[src/rtl/core_pkg.sv]
// Shared core-wide widths and register-file types.
package core_pkg;
  localparam int REG_ADDR_W = 5;
  localparam int XLEN       = 32;
  localparam int NUM_REGS   = 32;

  typedef logic [REG_ADDR_W-1:0] reg_addr_t;
  typedef logic [XLEN-1:0]       xlen_t;
endpackage

[src/rtl/decoder_5to32.sv]
// One-hot write-enable decode for the register file; x0 never gets an enable.
module decoder_5to32
  import core_pkg::*;
(
  input  logic                wren,
  input  reg_addr_t           addr,
  output logic [NUM_REGS-1:0] we
);

  always_comb begin
    we       = '0;
    we[addr] = wren;
    we[0]    = 1'b0;
  end

endmodule

[src/rtl/regfile_32x32.sv]
// 32x32 integer register file: two combinational read ports, one debug read port,
// one synchronous write port, optional same-cycle write forwarding on rs1/rs2.
module regfile_32x32
  import core_pkg::*;
#(
  parameter int BYPASS = 0
) (
  input  logic  i_clk,
  input  logic  i_reset,
  input  logic  [REG_ADDR_W-1:0] i_rs1_addr,
  input  logic  [REG_ADDR_W-1:0] i_rs2_addr,
  output logic  [XLEN-1:0]       o_rs1_data,
  output logic  [XLEN-1:0]       o_rs2_data,
  input  logic  i_rd_wren,
  input  logic  [REG_ADDR_W-1:0] i_rd_addr,
  input  logic  [XLEN-1:0]       i_rd_data,
  input  logic  [REG_ADDR_W-1:0] i_dbg_addr,
  output logic  [XLEN-1:0]       o_dbg_data
);

  xlen_t               regs [1:NUM_REGS-1];
  logic [NUM_REGS-1:0] we;
  xlen_t               rs1_stored;
  xlen_t               rs2_stored;

  decoder_5to32 u_dec (
    .wren (i_rd_wren),
    .addr (i_rd_addr),
    .we   (we)
  );

  // Reset wins over a coincident write; x0 has no storage.
  always_ff @(posedge i_clk) begin
    if (i_reset) begin
      for (int i = 1; i < NUM_REGS; i++) regs[i] <= '0;
    end else begin
      for (int i = 1; i < NUM_REGS; i++)
        if (we[i]) regs[i] <= i_rd_data;
    end
  end

  function automatic xlen_t read_sel(input reg_addr_t addr);
    if (addr == '0) return '0;
    return regs[addr];
  endfunction

  assign rs1_stored = read_sel(i_rs1_addr);
  assign rs2_stored = read_sel(i_rs2_addr);
  assign o_dbg_data = read_sel(i_dbg_addr);

  // Forwarding is purely combinational, so it also applies while reset is held.
  generate
    if (BYPASS != 0) begin : g_bypass
      logic hit1;
      logic hit2;
      assign hit1 = i_rd_wren && (i_rd_addr == i_rs1_addr) && (i_rd_addr != '0);
      assign hit2 = i_rd_wren && (i_rd_addr == i_rs2_addr) && (i_rd_addr != '0);
      assign o_rs1_data = hit1 ? i_rd_data : rs1_stored;
      assign o_rs2_data = hit2 ? i_rd_data : rs2_stored;
    end else begin : g_no_bypass
      assign o_rs1_data = rs1_stored;
      assign o_rs2_data = rs2_stored;
    end
  endgenerate

endmodule
[config.mk]
export PLATFORM = sky130hd
export DESIGN_NAME = regfile_32x32
export DESIGN_NICKNAME = d
export VERILOG_FILES = /design/src/rtl/core_pkg.sv /design/src/rtl/decoder_5to32.sv /design/src/rtl/regfile_32x32.sv
export SDC_FILE = /design/constraint.sdc
export NUM_CORES = 2
export LEC_CHECK = 0
export BUFFER_PORTS_ARGS = -buffer_cell sky130_fd_sc_hd__buf_2
export CAP_MARGIN = 10
export CORE_MARGIN = 8
export CORE_UTILIZATION = 45
export DETAILED_ROUTE_END_ITERATION = 8
export PLACE_DENSITY = 0.59
export SLEW_MARGIN = 20
export SYNTH_ARGS = -nofsm -noshare
export SYNTH_HDL_FRONTEND = slang
export SYNTH_SLANG_ARGS = --single-unit
[constraint.sdc]
create_clock -name i_clk -period 3.4 [get_ports i_clk]
set_clock_uncertainty 0.15 [all_clocks]
set_input_delay 0 -clock i_clk [delete_from_list [all_inputs] [get_ports i_clk]]
set_output_delay 0 -clock i_clk [all_outputs]
set_load 0.03 [all_outputs]
Word level (Yosys, flattened, before mapping)
Memories as Yosys holds them, arrays and structs flattened. Index checks and enable logic that the tools add are counted.

Order comparisons: 2. Reduce and logical (&&, ||, !) cells: 4. Bitwise logic cells: 32. Multiplexer cells: 137.

Operators with widths (count): $mux W32 (37); $mux W1 (99); $and A32 B32 Y32 (1); $or A1 B1 Y1 (31); $logic_not A5 Y1 (3); $lt A5 B6 Y1 const B (1); $demux W1 S5 (1); $ge A5 B1 Y1 const B (1); $logic_and A1 B1 Y1 (1).

Input bits: 55. Word-level logic and storage cells: 176. Bits in registers: 0. Bits in writable memories: 992. Memories kept: 1.

Memories: regs (words 31, bits a word 32, read ports 3, clocked after Yosys merged registers in 0, write ports 31, line regfile_32x32.sv:21) `xlen_t regs [1:NUM_REGS-1];`.

Logic depth before layout (Yosys ltp)
Depth in word-level cells: 9. Depth in mapped cells: 9. Mapped depth without buffers: 5.

Hierarchy
From an unflattened synthesis, not the netlist that was laid out.

Cell total of the unflattened synthesis: 4317. Area, all modules: 61280.0 sq um.

By module, submodules not included: regfile_32x32 (times used 1, area an instance 61042.3 sq um, cells each 4269); decoder_5to32 (times used 1, area an instance 237.7 sq um, cells each 48).

Least setup slack after synthesis
No wires, ideal clock.

Path type: input to register. Start point: in i_rd_addr[2]. End point: mem regs[7][0] in the netlist's numbering (enable). Stages: 4. Arrival time: 2.264 ns. Required time: 2.822 ns. Setup slack: 0.558 ns. Cell sequence: clkbuf_1 or3b_1 clkbuf_1 o21bai_1.

RTL lines: start: declaration (line regfile_32x32.sv:15) `input logic [REG_ADDR_W-1:0] i_rd_addr,`; end: declaration (line regfile_32x32.sv:21).

==> metrics.md <==
| Metric | Value |
|---|---|
| Post-CTS Setup Bufs | 0 |
| Area grow syn2layout | 14.1% |
| Placeable Area | 0.135 mm2 |
| Clk sink count | 992 |
| Hold EP | regs[24][31]$_SDFFCE_PN0P_ |
| Mean Syn Cell Area | 14.4 um2 |
| TritonCTS clock tree | yes |
| Cells after Synth | 4225 |
| # setup viols final | 0 |
| Total power | 32.8 mW |
| Mapped Area | 0.0609 mm2 |
| Syn Nets | 4280 |
| Vias per std cell | 7.04 |
| CP endpoint kind | primary output |
| Setup TNS | 0 ns |
| CTS Buf Count | 113 |
| Flops & latches, synth | 992 |
| Crit Path Category | flop to primary output |
| NetSw | 9.29 mW |
| EDFF count, synth | 992 |
| DIE AREA | 0.147 mm2 |
| Vias | 43700 |
| Remaining Overflow, GRT | 0 |
| Max-slew headroom | 31.1% |
| PD cells | 471 mW/mm2 |
| Regs by FF count | regs x992 |
| Comb power frac | 17.4% |
| Crit path launch type | flop |
| Critical path peak fanout | 3 |
| Hold path depth | 5 |
| CTS Hold Bufs | 38 |
| GRT Total Usage | 32.8% |
| Post-synth top flop | edfxtp_1 |
| Sequential power share | 44.9% |
| Netlist cell types | 40 |
| Io pins | 151 |
| DIE WIDTH | 384 um |
| Layout Nets | 4378 |
| Max-slew violations | 0 |
| Min Tclk post-route | 3.17 ns |
| Drt total wl | 247 mm |
| Layout cells sized above 1 | 30.8% |
| Post-place instance area | 0.0654 mm2 |
| Initial antenna violation count | 33 |
| Resized Gates After CTS | 0 |
| Top cell by count, worst path | nand2_1 |
| Yosys warning count | 0 |
| Critical-path top delay cell | a311oi_1 |
| Drt pass-1 iters | 6 |
| Post-synth top area share | 48.9% |
| Final core utilization | 51.5% |
| WP data arrival | 3.02 ns |
| Std cell rows | 135 |
| WL per Instance | 39.8 um |
| Number of global-route vias before repair | 41800 |
| Leak | 24.2 nW |
| Status | complete, no violations |
| Gpl congestion | 0.906 |
| Cell accounting for the most synthesized area | edfxtp_1 |
| Int Pwr | 23.5 mW |
| Slew at the pin with the worst max-slew slack | 1.03 ns |
| Worst setup margin | 0.226 ns |
| Peak Freq | 0.315 GHz |
| Final count of hold timing violations | 0 |
| Clk buf depth | 3 |
| Die Y | 384 um |
| Switching Share | 28.4% |
| Root Driver | clkbuf_16 |
| Top reg by flops | regs |
| Post-route ant nets | 0 |
| Worst Hold Class | input port to flop |
| Initial Util | 45.2% |
| DRT iter0 DRCs | 7594 |
| Fin crit share | 93.4% |
| DP HPWL | 157 mm |
| Dpl ws | 0.317 ns |
| Port Buffer Count | 150 |
| Design area | 0.0695 mm2 |
| Clk network pwr share | 37.8% |
| Clock-pin slew on the worst setup and hold paths | 0.06 ns |
| Maximum VDD drop | 0.456 mV |
| Register area share after synthesis | 48.9% |
| Most frequent cells in the layout | 992 x and2_1, 992 x edfxtp_1, 646 x mux4_2 |
| Hold path startpoint | i_rd_addr[0] |
| First-pass GRT wire length | 340 mm |
| Clock H-tree levels | 3 |
| CP Cell Sequence | mux4_2 -> nand2_1 -> nand2_1 -> a221oi_1 -> a311oi_1 -> buf_2 |
| Crit path largest cell delay | 0.87 ns |
| Largest net degree at the start of global routing | 79 |
| Drt drc | 0 |
| Unrepaired setup endpoints after global routing | no |
| Synth area leaders | edfxtp_1 49%, mux4_2 24%, and2_1 10% |
| Async SR Flop Fraction | 0% |
| Max cap viols | 0 |
| Worst path required time | 3.25 ns |
| Max reg flops | 992 |
==> synth_stat cells (all sizes together) (28+ instances only) <==
library cell,n
o21bai,31
o22ai,33
edfxtp,992
o211ai,37
o22a,31
mux4,646
nand2,69
a21oi,53
a211oi,36
clkbuf,299
a22oi,63
nor2,168
mux2,49
buf,182
o21ai,34
a31oi,34
a221oi,51
and2,992
mux2i,310
nand3,28
==> worst max-delay path, delay by kind of cell, from the launching register on <==
kind | cells | cell delay [ns]
AO/OA/AOI/OAI | 2 | 1.02
buffers and inverters | 1 | 0.37
AND/OR/NAND/NOR | 2 | 0.21
multiplexers | 1 | 0.25
flip-flops | 1 | 0.40
==> layout make-up <==
class,instances,area (um2)
Antenna cell,19,47.5
Clock buffer,133,2900
Clock inverter,73,738
Fill cell,11200,65400
Inverter,2,7.51
Multi-Input combinational cell,2750,29600
Sequential cell,992,29800
Tap cell,1781,2230
Timing Repair Buffer,464,4170
==> how the worst max path moves through the flow <==
stage / end / from / cells past startpoint / slack, ns
2_1_floorplan: regs[7][0]$_SDFFCE_PN0P_ / i_rd_addr[2] / 4 / 0.56
3_3_place_gp: o_rs1_data[18] / i_rs1_addr[1] / 7 / 0.24
3_5_place_dp: o_rs1_data[18] / i_rs1_addr[1] / 7 / 0.32
4_1_cts: o_rs1_data[18] / regs[26][18]$_SDFFCE_PN0P_ / 6 / 0.20
5_1_grt: o_rs2_data[19] / regs[31][19]$_SDFFCE_PN0P_ / 6 / 0.22
6_report: o_rs1_data[18] / regs[26][18]$_SDFFCE_PN0P_ / 6 / 0.23
==> kinds of logic after synthesis <==
| group | after synthesis | synth area share [%] |
|---|---|---|
| mux | 1005 | 29.9 |
| simple gates | 1285 | 12.2 |
| compound gates | 460 | 5.45 |
| buf+inv | 483 | 3.59 |
| flops | 992 | 48.9 |
==> power groups by stage <==
stage / clock (mW) / combinational, mW / sequential [mW]
final: 12.4 / 5.69 / 14.7
after global routing: 12.8 / 5.83 / 14.8
after CTS: 12.4 / 5.59 / 14.7
after detailed placement: 0 / 5.54 / 14.9
after global placement: 0 / 5.52 / 14.9
after floorplan: 0 / 3.48 / 14.7
==> layer usage <==
| metal | vias up | global-route usage [%] | share of wire (%) | wire, um |
|---|---|---|---|---|
| met5 | - | 0 | 0.035 | 87 |
| met4 | 14 | 15.3 | 5.4 | 13300 |
| met3 | 716 | 10.7 | 14 | 34000 |
| met2 | 3584 | 48.2 | 43 | 107000 |
| met1 | 22600 | 44.3 | 38 | 92700 |
| li1 | 16800 | - | - | - |
==> stage by stage <==
stage	hold WS, ns	instances
finish	0.0306	6214
global route	0.00238	6198
CTS	0.000484	6194
detailed placement	0.474	5950
global placement	0.465	5946
floorplan	0.0482	4225
(Power assumes the default switching activity.)
